===== src/rtl/ulpi_phy_emu.sv =====
// ulpi_phy_emu: PHY-side ULPI responder (register file, reg TX CMDs, RX CMD).
// Optional NXT wait states are enabled by defining ULPI_PHY_EMU_NXT_DELAY_EN.
module ulpi_phy_emu #(
  parameter logic [15:0] VID         = 16'h0424,
  parameter logic [15:0] PID         = 16'h0009,
  parameter int          STP_TIMEOUT = 8,
  parameter int          NXT_DELAY   = 2
) (
  input  logic       CLK_60M,
  input  logic       NRST_A_USB,
  input  logic [7:0] ULPI_DATA_I,
  output logic [7:0] ULPI_DATA_O,
  output logic       ULPI_DATA_OE,
  output logic       ULPI_DIR,
  output logic       ULPI_NXT,
  input  logic       ULPI_STP,
  input  logic [1:0] LINESTATE,
  input  logic [1:0] VBUS_STATE,
  output logic [7:0] FUNC_CTRL_O,
  output logic [7:0] OTG_CTRL_O,
  output logic [7:0] SCRATCH_O,
  output logic       ERR_TIMEOUT
);

  localparam int CMAX = (STP_TIMEOUT > NXT_DELAY) ? STP_TIMEOUT : NXT_DELAY;
  localparam int CW   = $clog2(CMAX + 1);

  localparam logic [7:0] FUNC_RST = 8'h41;
  localparam logic [7:0] IFC_RST  = 8'h00;
  localparam logic [7:0] OTG_RST  = 8'h06;
  localparam logic [7:0] SCR_RST  = 8'h00;

  typedef enum logic [3:0] {
    S_IDLE,
    S_W_WAIT,
    S_W_NXT,
    S_W_DATA,
    S_W_STP,
    S_R_WAIT,
    S_R_NXT,
    S_R_TURN1,
    S_R_DATA,
    S_TURN_OUT,
    S_X_TURN1,
    S_X_DATA
  } state_t;

  state_t          state_q, state_d;
  logic [5:0]      addr_q, addr_d;
  logic [7:0]      wdat_q, wdat_d;
  logic [CW-1:0]   cnt_q, cnt_d;
  logic            pend_q, pend_d;
  logic [3:0]      last_q, last_d;
  logic [7:0]      func_q, func_d;
  logic [7:0]      ifc_q, ifc_d;
  logic [7:0]      otg_q, otg_d;
  logic [7:0]      scr_q, scr_d;
  logic [7:0]      dout_q, dout_d;
  logic            oe_q, oe_d;
  logic            dir_q, dir_d;
  logic            nxt_q, nxt_d;
  logic            err_q, err_d;

`ifdef ULPI_PHY_EMU_NXT_DELAY_EN
  logic [7:0]      cmd_q, cmd_d;
`endif

  logic [3:0]      cur;
  logic            chg;
  logic            tx_wr;
  logic            tx_rd;
  logic            commit;
  logic [7:0]      rdata;
  logic [3:0]      wsel;
  logic [1:0]      wop;
  logic [7:0]      wcur;
  logic [7:0]      wnew;

  assign cur   = {VBUS_STATE, LINESTATE};
  assign chg   = (cur != last_q);
  assign tx_wr = (ULPI_DATA_I[7:6] == 2'b10) && (ULPI_DATA_I[5:0] != 6'h2F);
  assign tx_rd = (ULPI_DATA_I[7:6] == 2'b11) && (ULPI_DATA_I[5:0] != 6'h2F);

  always_comb begin
    rdata = 8'h00;
    case (addr_q)
      6'h00:               rdata = VID[7:0];
      6'h01:               rdata = VID[15:8];
      6'h02:               rdata = PID[7:0];
      6'h03:               rdata = PID[15:8];
      6'h04, 6'h05, 6'h06: rdata = func_q;
      6'h07, 6'h08, 6'h09: rdata = ifc_q;
      6'h0A, 6'h0B, 6'h0C: rdata = otg_q;
      6'h16, 6'h17, 6'h18: rdata = scr_q;
      default:             rdata = 8'h00;
    endcase
  end

  // alias decode: op 0 = write, 1 = set, 2 = clear
  always_comb begin
    wsel = 4'b0000;
    wop  = 2'd0;
    case (addr_q)
      6'h04: begin wsel = 4'b0001; wop = 2'd0; end
      6'h05: begin wsel = 4'b0001; wop = 2'd1; end
      6'h06: begin wsel = 4'b0001; wop = 2'd2; end
      6'h07: begin wsel = 4'b0010; wop = 2'd0; end
      6'h08: begin wsel = 4'b0010; wop = 2'd1; end
      6'h09: begin wsel = 4'b0010; wop = 2'd2; end
      6'h0A: begin wsel = 4'b0100; wop = 2'd0; end
      6'h0B: begin wsel = 4'b0100; wop = 2'd1; end
      6'h0C: begin wsel = 4'b0100; wop = 2'd2; end
      6'h16: begin wsel = 4'b1000; wop = 2'd0; end
      6'h17: begin wsel = 4'b1000; wop = 2'd1; end
      6'h18: begin wsel = 4'b1000; wop = 2'd2; end
      default: begin wsel = 4'b0000; wop = 2'd0; end
    endcase
  end

  always_comb begin
    wcur = 8'h00;
    unique case (1'b1)
      wsel[0]: wcur = func_q;
      wsel[1]: wcur = ifc_q;
      wsel[2]: wcur = otg_q;
      wsel[3]: wcur = scr_q;
      default: wcur = 8'h00;
    endcase
  end

  always_comb begin
    wnew = wdat_q;
    case (wop)
      2'd1:    wnew = wcur | wdat_q;
      2'd2:    wnew = wcur & ~wdat_q;
      default: wnew = wdat_q;
    endcase
  end

  always_comb begin
    state_d = state_q;
    addr_d  = addr_q;
    wdat_d  = wdat_q;
    cnt_d   = cnt_q;
    pend_d  = pend_q | chg;
    last_d  = last_q;
    err_d   = 1'b0;
    commit  = 1'b0;
`ifdef ULPI_PHY_EMU_NXT_DELAY_EN
    cmd_d   = cmd_q;
`endif
    case (state_q)
      S_IDLE: begin
        if (tx_wr) begin
          addr_d = ULPI_DATA_I[5:0];
`ifdef ULPI_PHY_EMU_NXT_DELAY_EN
          cmd_d   = ULPI_DATA_I;
          cnt_d   = '0;
          state_d = S_W_WAIT;
`else
          state_d = S_W_NXT;
`endif
        end else if (tx_rd) begin
          addr_d = ULPI_DATA_I[5:0];
`ifdef ULPI_PHY_EMU_NXT_DELAY_EN
          cmd_d   = ULPI_DATA_I;
          cnt_d   = '0;
          state_d = S_R_WAIT;
`else
          state_d = S_R_NXT;
`endif
        end else if ((pend_q | chg) && (ULPI_DATA_I == 8'h00) && !ULPI_STP) begin
          state_d = S_X_TURN1;
        end
      end
`ifdef ULPI_PHY_EMU_NXT_DELAY_EN
      S_W_WAIT, S_R_WAIT: begin
        if (ULPI_DATA_I != cmd_q) begin
          state_d = S_IDLE;
        end else if (cnt_q == CW'(NXT_DELAY - 1)) begin
          state_d = (state_q == S_W_WAIT) ? S_W_NXT : S_R_NXT;
        end else begin
          cnt_d = cnt_q + 1'b1;
        end
      end
`endif
      S_W_NXT: state_d = S_W_DATA;
      S_W_DATA: begin
        wdat_d  = ULPI_DATA_I;
        cnt_d   = '0;
        state_d = S_W_STP;
      end
      S_W_STP: begin
        if (ULPI_STP) begin
          commit  = 1'b1;
          state_d = S_IDLE;
        end else if (cnt_q == CW'(STP_TIMEOUT - 1)) begin
          err_d   = 1'b1;
          state_d = S_IDLE;
        end else begin
          cnt_d = cnt_q + 1'b1;
        end
      end
      S_R_NXT:    state_d = S_R_TURN1;
      S_R_TURN1:  state_d = S_R_DATA;
      S_R_DATA:   state_d = S_TURN_OUT;
      S_TURN_OUT: state_d = S_IDLE;
      S_X_TURN1: begin
        pend_d  = 1'b0;
        last_d  = cur;
        state_d = S_X_DATA;
      end
      S_X_DATA:   state_d = S_TURN_OUT;
      default:    state_d = S_IDLE;
    endcase
  end

  // bus outputs follow the state being entered so they are registered
  always_comb begin
    nxt_d  = (state_d == S_W_NXT) || (state_d == S_W_DATA) ||
             (state_d == S_R_NXT);
    dir_d  = (state_d == S_R_TURN1) || (state_d == S_R_DATA) ||
             (state_d == S_X_TURN1) || (state_d == S_X_DATA);
    oe_d   = (state_d == S_R_DATA) || (state_d == S_X_DATA);
    dout_d = 8'h00;
    if (state_d == S_R_DATA) begin
      dout_d = rdata;
    end else if (state_d == S_X_DATA) begin
      dout_d = {4'b0000, cur};
    end
  end

  always_comb begin
    func_d = func_q;
    ifc_d  = ifc_q;
    otg_d  = otg_q;
    scr_d  = scr_q;
    if (commit) begin
      if (wsel[0] && wnew[5]) begin
        func_d = FUNC_RST;
        ifc_d  = IFC_RST;
        otg_d  = OTG_RST;
        scr_d  = SCR_RST;
      end else begin
        if (wsel[0]) func_d = wnew;
        if (wsel[1]) ifc_d  = wnew;
        if (wsel[2]) otg_d  = wnew;
        if (wsel[3]) scr_d  = wnew;
      end
    end
  end

  always_ff @(posedge CLK_60M or negedge NRST_A_USB) begin
    if (!NRST_A_USB) begin
      state_q <= S_IDLE;
      addr_q  <= 6'h00;
      wdat_q  <= 8'h00;
      cnt_q   <= '0;
      pend_q  <= 1'b0;
      last_q  <= 4'h0;
      func_q  <= FUNC_RST;
      ifc_q   <= IFC_RST;
      otg_q   <= OTG_RST;
      scr_q   <= SCR_RST;
      dout_q  <= 8'h00;
      oe_q    <= 1'b0;
      dir_q   <= 1'b0;
      nxt_q   <= 1'b0;
      err_q   <= 1'b0;
    end else begin
      state_q <= state_d;
      addr_q  <= addr_d;
      wdat_q  <= wdat_d;
      cnt_q   <= cnt_d;
      pend_q  <= pend_d;
      last_q  <= last_d;
      func_q  <= func_d;
      ifc_q   <= ifc_d;
      otg_q   <= otg_d;
      scr_q   <= scr_d;
      dout_q  <= dout_d;
      oe_q    <= oe_d;
      dir_q   <= dir_d;
      nxt_q   <= nxt_d;
      err_q   <= err_d;
    end
  end

`ifdef ULPI_PHY_EMU_NXT_DELAY_EN
  always_ff @(posedge CLK_60M or negedge NRST_A_USB) begin
    if (!NRST_A_USB) begin
      cmd_q <= 8'h00;
    end else begin
      cmd_q <= cmd_d;
    end
  end
`endif

  assign ULPI_DATA_O  = dout_q;
  assign ULPI_DATA_OE = oe_q;
  assign ULPI_DIR     = dir_q;
  assign ULPI_NXT     = nxt_q;
  assign FUNC_CTRL_O  = func_q;
  assign OTG_CTRL_O   = otg_q;
  assign SCRATCH_O    = scr_q;
  assign ERR_TIMEOUT  = err_q;

endmodule


===== config.mk =====
export PLATFORM = sky130hd
export DESIGN_NAME = ulpi_phy_emu
export DESIGN_NICKNAME = d
export VERILOG_FILES = /design/src/rtl/ulpi_phy_emu.sv
export SDC_FILE = /design/constraint.sdc
export NUM_CORES = 1
export LEC_CHECK = 0
export CAP_MARGIN = 20
export CELL_PAD_IN_SITES_DETAIL_PLACEMENT = 1
export CELL_PAD_IN_SITES_GLOBAL_PLACEMENT = 2
export CORE_UTILIZATION = 37
export DETAILED_ROUTE_END_ITERATION = 16
export MAX_ROUTING_LAYER = met4
export PLACE_DENSITY_LB_ADDON = 0.1
export SLEW_MARGIN = 5
export SYNTH_ARGS = -nofsm -noshare
export SYNTH_HDL_FRONTEND = slang
export SYNTH_SLANG_ARGS = --single-unit

===== constraint.sdc =====
create_clock -name CLK_60M -period 6.2 [get_ports CLK_60M]
set_input_delay 0.62 -clock CLK_60M [delete_from_list [all_inputs] [get_ports CLK_60M]]
set_output_delay 0.62 -clock CLK_60M [all_outputs]
set_load 0.02 [all_outputs]

==> results of run 1 <==
==> Yosys cell counts (6+ instances only) <==
master / number / share of area
nor2_1: 18 / 0.018
a22o_1: 25 / 0.058
clkbuf_1: 11 / 0.011
ha_1: 8 / 0.027
a221o_1: 8 / 0.021
nor3_1: 6 / 0.0080
o21ai_0: 17 / 0.023
nor2b_1: 6 / 0.010
nand2b_1: 6 / 0.010
a21oi_1: 15 / 0.020
inv_1: 23 / 0.023
dfrtp_1: 67 / 0.45
mux2_2: 7 / 0.021
a22oi_1: 12 / 0.024
a221oi_1: 7 / 0.016
nand2_1: 51 / 0.051
and2_1: 8 / 0.013
==> state kept, by name, summed over array words and instances, names as in the netlist <==
signal        flops
state_q           4
last_q            4
FUNC_CTRL_O       8
addr_q            6
ULPI_DIR          1
cnt_q             4
ULPI_DATA_OE      1
ifc_q             8
SCRATCH_O         8
pend_q            1
wdat_q            8
ULPI_NXT          1
ULPI_DATA_O       8
OTG_CTRL_O        8
ERR_TIMEOUT       1
==> cell families (layout without fill, tap and decap cells) <==
group | Yosys count | after routing
AOI/OAI and AO/OA | 126 | 126
xor gates and xnor gates | 4 | 4
adders and majority gates | 8 | 8
buffers and inverters | 41 | 93
DFF | 71 | 71
muxes | 10 | 10
and+or+nand+nor | 121 | 121
==> how the worst min path moves through the flow <==
stage | from | to | depth (start not counted)
after floorplan | NRST_A_USB | ERR_TIMEOUT$_DFF_PN0_ | 0
after global placement | cnt_q[3]$_DFFE_PN0P_ | ERR_TIMEOUT$_DFF_PN0_ | 1
after detailed placement | cnt_q[3]$_DFFE_PN0P_ | ERR_TIMEOUT$_DFF_PN0_ | 1
after CTS | NRST_A_USB | ULPI_DATA_O[6]$_DFF_PN0_ | 1
after global routing | NRST_A_USB | ULPI_DATA_O[6]$_DFF_PN0_ | 1
final | NRST_A_USB | ULPI_DATA_O[6]$_DFF_PN0_ | 1
==> power breakdown <==
part / switching [mW] / internal (mW) / total [mW]
Clock: 0.192 / 0.186 / 0.378
Sequential: 0.168 / 0.592 / 0.760
Combinational: 0.519 / 0.358 / 0.877
Total: 0.879 / 1.14 / 2.01
==> through the flow <==
stage | power, mW | cells | utilization | hold slack [ns] | worst slack [ns]
floorplan | 1.33 | 381 | - | 0.324 | 3.13
global placement | 1.62 | 550 | 0.446 | 0.422 | 2.89
detailed placement | 1.64 | 550 | 0.446 | 0.426 | 2.73
CTS | 2.02 | 566 | 0.466 | 0.425 | 2.69
global route | 2.17 | 566 | 0.466 | 0.456 | 2.37
finish | 2.01 | 566 | 0.466 | 0.387 | 2.70
==> worst max-delay path: stages, from the launching register on <==
cell and delay, ns:
dfrtp_1 0.46, inv_1 0.09, ha_1 0.26, nor3b_1 0.16, a21oi_1 0.13, nor2b_1 0.06
o21bai_1 0.18, inv_1 0.06, ha_1 0.47, nor2_1 0.12, o21ai_0 0.19, nand3_1 0.17
o22ai_2 0.51, o21ai_2 0.23, a22o_1 0.28
==> layout make-up <==
class / instances / area (sq um)
Sequential cell: 71 / 1780
Multi-Input combinational cell: 269 / 1820
Fill cell: 1125 / 5250
Clock inverter: 7 / 72.6
Clock buffer: 9 / 124
Tap cell: 133 / 166
Inverter: 23 / 86.3
Timing Repair Buffer: 54 / 528
==> placed cells by master (no fill, tap or decap), types with 4 or more instances in the layout <==
| cell | netlist | routed |
|---|---|---|
| clkdlybuf4s50_1 | 0 | 49 |
| o2bb2ai_1 | 5 | 5 |
| a22o_1 | 25 | 25 |
| a21oi_1 | 15 | 15 |
| a222oi_1 | 4 | 4 |
| o21ai_0 | 17 | 17 |
| nor3_1 | 6 | 6 |
| and3_1 | 5 | 5 |
| and2_1 | 8 | 8 |
| buf_4 | 1 | 5 |
| inv_1 | 23 | 23 |
| mux2_2 | 7 | 7 |
| nand3b_1 | 5 | 5 |
| ha_1 | 8 | 8 |
| a221oi_1 | 7 | 7 |
| a31oi_1 | 5 | 5 |
| dfstp_2 | 4 | 4 |
| dfrtp_1 | 67 | 67 |
| nand3_1 | 4 | 4 |
| a221o_1 | 8 | 8 |
| a22oi_1 | 12 | 12 |
| nor2_1 | 18 | 18 |
| nand2_1 | 51 | 51 |
| o211ai_1 | 5 | 5 |
| clkbuf_8 | 0 | 9 |
| nand2b_1 | 6 | 6 |
| nor2b_1 | 6 | 6 |
==> layer usage <==
layer	share of wire	vias to the layer above
met2	0.46	126
met1	0.45	1652
met5	0	-
met4	0.019	0
li1	-	1511
met3	0.070	18
==> summary.md, run 1 <==
| Metric | Value |
|---|---|
| Vias per Instance | `5.84` |
| Synthesis-stage register bit count | `71` |
| Fin crit share | `0.565` |
| XOR/XNOR share of the synthesized area | `0.00932` |
| # IOs | `51` |
| Syn_nets | `404` |
| Hold Crit Class | `in2async` |
| IO Port Bufs | `50` |
| Detail Route Antenna Nets | `0` |
| R2R cell count | `14` |
| Final Cell Area | `4570 sq um` |
| Reg-to-Reg Start | `addr_q[1]$_DFFE_PN0P_` |
| GR Util met1 | `0.325` |
| Initial core utilization | `0.383` |
| Cell variety after synth | `55` |
| Global Route met3 Usage | `0.0556` |
| DRC Markers | `0` |
| Worst-case clock buffer depth | `2` |
| Post-Synth Adder-Cell Area | `0.0266` |
| Compound-cell area share of the yosys netlist | `0.260` |
| EDFF count, synth | `0` |
| Top FF cell, synth | `dfrtp_1` |
| Dpl cell area | `4380 sq um` |
| Number of global-route vias before repair | `3312` |
| Post-DP HPWL | `8250 um` |
| Row Count | `36` |
| Max-Cap Viols | `0` |
| Avg WL per Cell | `20.4 um` |
| Max Slew Vio Count | `0` |
| Min Tclk post-route | `3.50 ns` |
| Mean Syn Cell Area | `9.87 sq um` |
| Busiest grt layer | `met2` |
| Skew final | `0.0122 ns` |
| Critical path launch point type | `register` |
| Final hold vios | `0` |
| ANT cells | `0` |
| Grt met2 use | `0.372` |
| Leak | `1.95 nW` |
| CORE AREA | `9820 sq um` |
| Cts bufs inserted | `9` |
| Share of cells above drive strength 1 | `0.0901` |
| CTS tree | `built` |
| NumNets Final | `451` |
| Drt first-iter violations | `253` |
| Setup crit end kind | `register` |
| Sequential share of the synthesized area | `0.474` |
| Worst relative slew slack | `0.255` |
| Setup_tns | `0 ns` |
| Status | `complete, no violations` |
| Yosys warns | `0` |
| Critical Path End | `SCRATCH_O[6]$_DFFE_PN0P_` |
| Synth Instances | `381` |
| Simple-gate share of the synthesized area | `0.158` |
| H-tree depth | `3` |
| Post-Syn Area | `3760 sq um` |
| Actual slew at the worst max-slew pin | `1.12 ns` |
| First-pass GRT wire length | `18500 um` |
| Max IR drop VDD | `182 uV` |
| Area Growth Syn to Fin | `21.7%` |
| Sink Count | `71` |
| # hold bufs at CTS | `0` |
| R2r setup slk | `2.70 ns` |
| Largest family of logic cells by synthesized area | `compound AO/OA/AOI/OAI gates` |
| Routability cong. | `0.864` |
| Chip height | `103 um` |
| DRT Pass-1 Iters | `5` |
| Die X | `103 um` |
| Post-CTS Resized | `0` |
| Worst path required time | `6.44 ns` |
| P per Cell Area | `440 nW/um^2` |
| Routed vias | `3307` |
| Post-synthesis mux area share | `0.0293` |
| Clk slew on worst S/H paths | `0.08 ns` |
| FFs w/ async S/R, synth | `1.00` |
| Initial antenna violation count | `0` |
| Total track usage | `0.246` |
| RSZ-0062 raised after global routing | `false` |
| Final setup fails | `0` |
| Full die area | `10600 sq um` |
| Setup Buffers After CTS | `0` |
| Pin count of the biggest net entering global routing | `72` |
| Crit path from | `addr_q[1]$_DFFE_PN0P_` |
| Crit path max fanout | `10` |
| Data arrival, critical path | `3.74 ns` |
| Max Freq | `286 MHz` |
| RR Endpoint | `SCRATCH_O[6]$_DFFE_PN0P_` |
| Remaining global-route overflow | `0` |
| Clk_lat worst skew | `0.35 ns` |
| Root Buffer | `clkbuf_8` |
| Kind of critical path | `reg2reg` |
| Routed WL | `11500 um` |
Note: power is estimated with default switching activity, not from simulation.
==> run 2: changes to the inputs <==
--- a/config.mk
+++ b/config.mk
@@ -8,7 +8,7 @@
 export CAP_MARGIN = 20
 export CELL_PAD_IN_SITES_DETAIL_PLACEMENT = 1
 export CELL_PAD_IN_SITES_GLOBAL_PLACEMENT = 2
-export CORE_UTILIZATION = 37
+export CORE_UTILIZATION = 31
 export DETAILED_ROUTE_END_ITERATION = 16
 export MAX_ROUTING_LAYER = met4
 export PLACE_DENSITY_LB_ADDON = 0.1
==> constraint.sdc (replaced) <==
create_clock -name CLK_60M -period 2.9 [get_ports CLK_60M]
set_input_delay 0.29 -clock CLK_60M [delete_from_list [all_inputs] [get_ports CLK_60M]]
set_output_delay 0.29 -clock CLK_60M [all_outputs]
set_load 0.02 [all_outputs]
==> summary.md, run 2 (synthesized netlist as in run 1, its figures left out) <==
| Metric | Value |
|---|---|
| Status | `finished with violations` |
| Failing checks | `design-rule violations` |
| Initial core utilization | `0.324` |
| Final Cell Area | `4940 sq um` |
| Layout Cells excl Fill | `602` |
| Kind of critical path | `reg2reg` |
| Max-Cap Viols | `0` |
| Root Buffer | `clkbuf_16` |
| P per Cell Area | `995 nW/um^2` |
| Max IR drop VDD | `351 uV` |
| CORE AREA | `11600 sq um` |
| Pin count of the biggest net entering global routing | `72` |
| Min Tclk post-route | `2.77 ns` |
| Hold Crit Class | `in2async` |
| ANT cells | `0` |
| Drt first-iter violations | `136` |
| Area Growth Syn to Fin | `31.4%` |
| Clk slew on worst S/H paths | `0.06 ns` |
| Detail Route Antenna Nets | `0` |
| Setup crit end kind | `register` |
| Commonest cells after routing, fill and taps aside | `dfrtp_1, nand2_1, clkdlybuf4s50_1` |
| DRC Markers | `5` |
| Routed vias | `3374` |
| Register area | `1780 sq um` |
| Actual slew at the worst max-slew pin | `0.935 ns` |
| Full die area | `12600 sq um` |
| Dpl cell area | `4560 sq um` |
| Critical path launch point type | `register` |
| NumNets Final | `477` |
| Routability cong. | `0.792` |
| H-tree depth | `3` |
| Worst-case clock buffer depth | `2` |
| Final hold vios | `0` |
| Data arrival, critical path | `3.05 ns` |
| Max Freq | `361 MHz` |
| Most common cell after layout, fill and taps aside | `dfrtp_1` |
| # IOs | `51` |
| IO Port Bufs | `50` |
| Crit path max fanout | `10` |
| Clk_lat worst skew | `0.34 ns` |
| Avg WL per Cell | `20.6 um` |
| Fin crit share | `0.955` |
| First-pass GRT wire length | `19800 um` |
| Skew final | `0.00812 ns` |
| Leak | `2.12 nW` |
| Layout fillers | `1321` |
| Routed WL | `12400 um` |
| CTS tree | `built` |
| Share of cells above drive strength 1 | `0.155` |
| Vias per Instance | `5.60` |
| Post-DP HPWL | `9010 um` |
| DRT Pass-1 Iters | `10` |
| Initial antenna violation count | `0` |
| Worst path required time | `3.18 ns` |
| Total track usage | `0.215` |
| Number of global-route vias before repair | `3488` |
| Remaining global-route overflow | `0` |
| Final setup fails | `0` |
| Die X | `112 um` |
| Sink Count | `71` |
| Chip height | `112 um` |
| Max Slew Vio Count | `0` |
| Placed cells | `582` |
| Multi-input gate area | `1870 sq um` |
| Cts bufs inserted | `9` |
| Row Count | `39` |
| Worst relative slew slack | `0.377` |
==> run 2: metal layers <==
metal | routed length (um) | GRT usage | part of all wire
met5 | 0 | - | 0
met4 | 271 | 0.0756 | 0.022
met3 | 549 | 0.0416 | 0.044
met2 | 5720 | 0.330 | 0.46
met1 | 5860 | 0.283 | 0.47
==> run 2: report_power, final <==
group / switching [mW] / internal (mW)
Clock: 0.432 / 0.684
Combinational: 1.27 / 0.966
Sequential: 0.292 / 1.27
Total: 2.00 / 2.92
==> run 2: worst paths after layout <==
| kind | from | end | slack, ns | cells past startpoint |
|---|---|---|---|---|
| worst max register to register | addr_q[2]$_DFFE_PN0P_ | OTG_CTRL_O[7]$_DFFE_PN0P_ | 0.13 | 7 |
| worst min-delay path | NRST_A_USB | ifc_q[7]$_DFFE_PN0P_ | 0.08 | 1 |
| worst min register to register | cnt_q[3]$_DFFE_PN0P_ | ERR_TIMEOUT$_DFF_PN0_ | 0.45 | 1 |
| max in group asynchronous | NRST_A_USB | ULPI_DIR$_DFF_PN0_ | 2.20 | 1 |
| worst max-delay path | addr_q[2]$_DFFE_PN0P_ | OTG_CTRL_O[7]$_DFFE_PN0P_ | 0.13 | 7 |
| min in group CLK_60M | cnt_q[3]$_DFFE_PN0P_ | ERR_TIMEOUT$_DFF_PN0_ | 0.45 | 1 |
==> run 2: per-stage QoR <==
stage / power [mW] / setup slack (ns) / hold slack [ns] / utilization / setup TNS (ns)
2_1_floorplan: 2.85 / 0.00995 / -0.00559 / - / 0
3_3_place_gp: 3.70 / 0.151 / 0.426 / 0.393 / 0
3_5_place_dp: 3.73 / 0.0563 / 0.428 / 0.393 / 0
4_1_cts: 4.88 / -0.0182 / 0.126 / 0.419 / -0.0381
5_1_grt: 5.26 / -0.0301 / 0.160 / 0.425 / -0.0658
6_report: 4.91 / 0.130 / 0.0849 / 0.425 / 0
==> run 2: final cells by class <==
cell class | instances | share of cell area
sequential | 71 | 0.361
multi-input combinational | 269 | 0.379
tap | 143 | 0.0362
clock buffer | 10 | 0.0484
timing repair buffer | 80 | 0.146
inverter | 23 | 0.0175
clock inverter | 6 | 0.0122
==> run 2: timing repair <==
action	4_1_cts	5_1_grt
setup endpoints to repair	8	30
buffers inserted	0	4
hold buffers	0	0
pin swaps	1	3
gates resized for setup	0	10
==> run 2: critical path, cell delays in order, from the launching register on <==
cell and delay [ns]:
dfrtp_1 0.45, buf_4 0.20, or3b_2 0.46, a21oi_1 0.25
buf_4 0.26, a221oi_1 0.16, a221oi_1 0.67, a22o_1 0.25
==> RTL change (config.mk and constraints of run 1) <==
Add a define of `ULPI_PHY_EMU_NXT_DELAY_EN`.
--- a/src/rtl/ulpi_phy_emu.sv
+++ b/src/rtl/ulpi_phy_emu.sv
@@ -1,5 +1,7 @@
 // ulpi_phy_emu: PHY-side ULPI responder (register file, reg TX CMDs, RX CMD).
 // Optional NXT wait states are enabled by defining ULPI_PHY_EMU_NXT_DELAY_EN.
+`define ULPI_PHY_EMU_NXT_DELAY_EN
+
 module ulpi_phy_emu #(
   parameter logic [15:0] VID         = 16'h0424,
   parameter logic [15:0] PID         = 16'h0009,
Check against the original RTL: not equivalent (Yosys sat finds a counterexample within 4 cycles, from zero or initial values and one cycle with NRST_A_USB low).
==> RTL change against run 1 <==
- wire length grew 22%
- design area grew 14%
- area after synthesis grew 14%
- sequential power shrank 18%
- count of clock-buffer cells in the layout is the same
- sequential share of layout area shrank 3.7 points
- power shrank 14%
- first-iteration DRC count shrank 11%
- worst setup slack lost 0.20 ns
- synthesized cell count grew 18%
- sequential cell count grew 2
- non-clock buffer count shrank 1
==> RTL change: results (changes against run 1) <==
Parameter                              Value

Outcome
  Run status ... complete, no violations

Synth
  Synthesized Nets ... 474 (+17%)
  Commonest cells in the netlist ... sky130_fd_sc_hd__dfrtp_1, sky130_fd_sc_hd__nand2_1, sky130_fd_sc_hd__o211ai_1, sky130_fd_sc_hd__inv_1, sky130_fd_sc_hd__o21ai_0
  Synth Instances ... 450 (+18%)
  Post-synthesis xor/xnor area fraction ... 2.444% (+1.5 points)
  Netlist cell types ... 65 (+18%)
  Sequential share of the synthesized area ... 42.60% (-4.8 points)
  Dominant cells by area after synthesis ... sky130_fd_sc_hd__dfrtp_1, sky130_fd_sc_hd__nand2_1, sky130_fd_sc_hd__o211ai_1

Timing
  Worst-Margin Slew ... 0.9709 ns (-0.1467 ns)
  Smallest hold slack ... 0.4008 ns (+0.01384 ns)

Worst setup path
  Capture instance of the worst register-to-register path ... ifc_q[1]
  Worst-path cell with the longest stage delay ... sky130_fd_sc_hd__nor2_1
  Largest incremental delay on the critical path ... 0.64 ns (+0.13 ns)
  Critical path endpoint ... ifc_q[1]
  Critical path peak fanout ... 16 (+6)
  Number of cells on the worst reg-to-reg path ... 11 (-3)
  Data arrival time at the worst-slack endpoint ... 3.89 ns (+0.15 ns)

Pwr
  Tot Pwr ... 1.737 mW (-14%)
  P_leak ... 2.226 nW (+14%)
  Comb power ... 0.581 mW (-34%)
  VDD IR-drop max ... 175.3 µV (-3.5%)

Detailed routing
  Via density ... 5.989 (+2.5%)
  First drt pass iteration count ... 4 (-1)
  Initial DRC count ... 225 (-11%)

Layout
  Clock-cell share of area ... 5.800% (+1.5 points)
  Fraction of cell area in non-clock buffers ... 10.01% (-1.5 points)
  Flip-flop and latch area ... 1832 µm² (+2.8%)
  Signal buffers ... 53 (-1.9%)
  Seq Cell Count ... 73 (+2.8%)
  Number of filler instances in the final layout ... 1299 (+15%)

GRT
  Largest net degree at the start of global routing ... 74 (+2.8%)
  First-pass GRT wire length ... 22.42 mm (+21%)
RTL change: cell types whose count changed after synthesis, moves of 7 or more:
cell                       change
sky130_fd_sc_hd__a22o_1       -20
sky130_fd_sc_hd__mux2_2        +7
sky130_fd_sc_hd__xor2_1        +8
sky130_fd_sc_hd__nand2b_1      +7
sky130_fd_sc_hd__nand2_1      +11
sky130_fd_sc_hd__o211ai_1     +19
sky130_fd_sc_hd__a21oi_1       -7
RTL change: cell families after synthesis:
kind of cell | after synthesis
AND/OR/NAND/NOR | 152
AO/OA/AOI/OAI | 145
flip-flops | 73
buffers and inverters | 40
multiplexers | 19
XOR/XNOR | 12
adder cells (fa/ha/maj) | 9
RTL change: per-layer routing:
metal / share of wire, % / global-route usage [%] / wire length [µm] / up-vias
met5: 0 / - / 0 / -
met1: 45 / 33.20 / 6381 / 1936
met2: 49 / 42.37 / 6915 / 93
li1: - / - / - / 1780
met3: 3.6 / 3.260 / 502 / 24
met4: 2.1 / 10.48 / 292 / 0
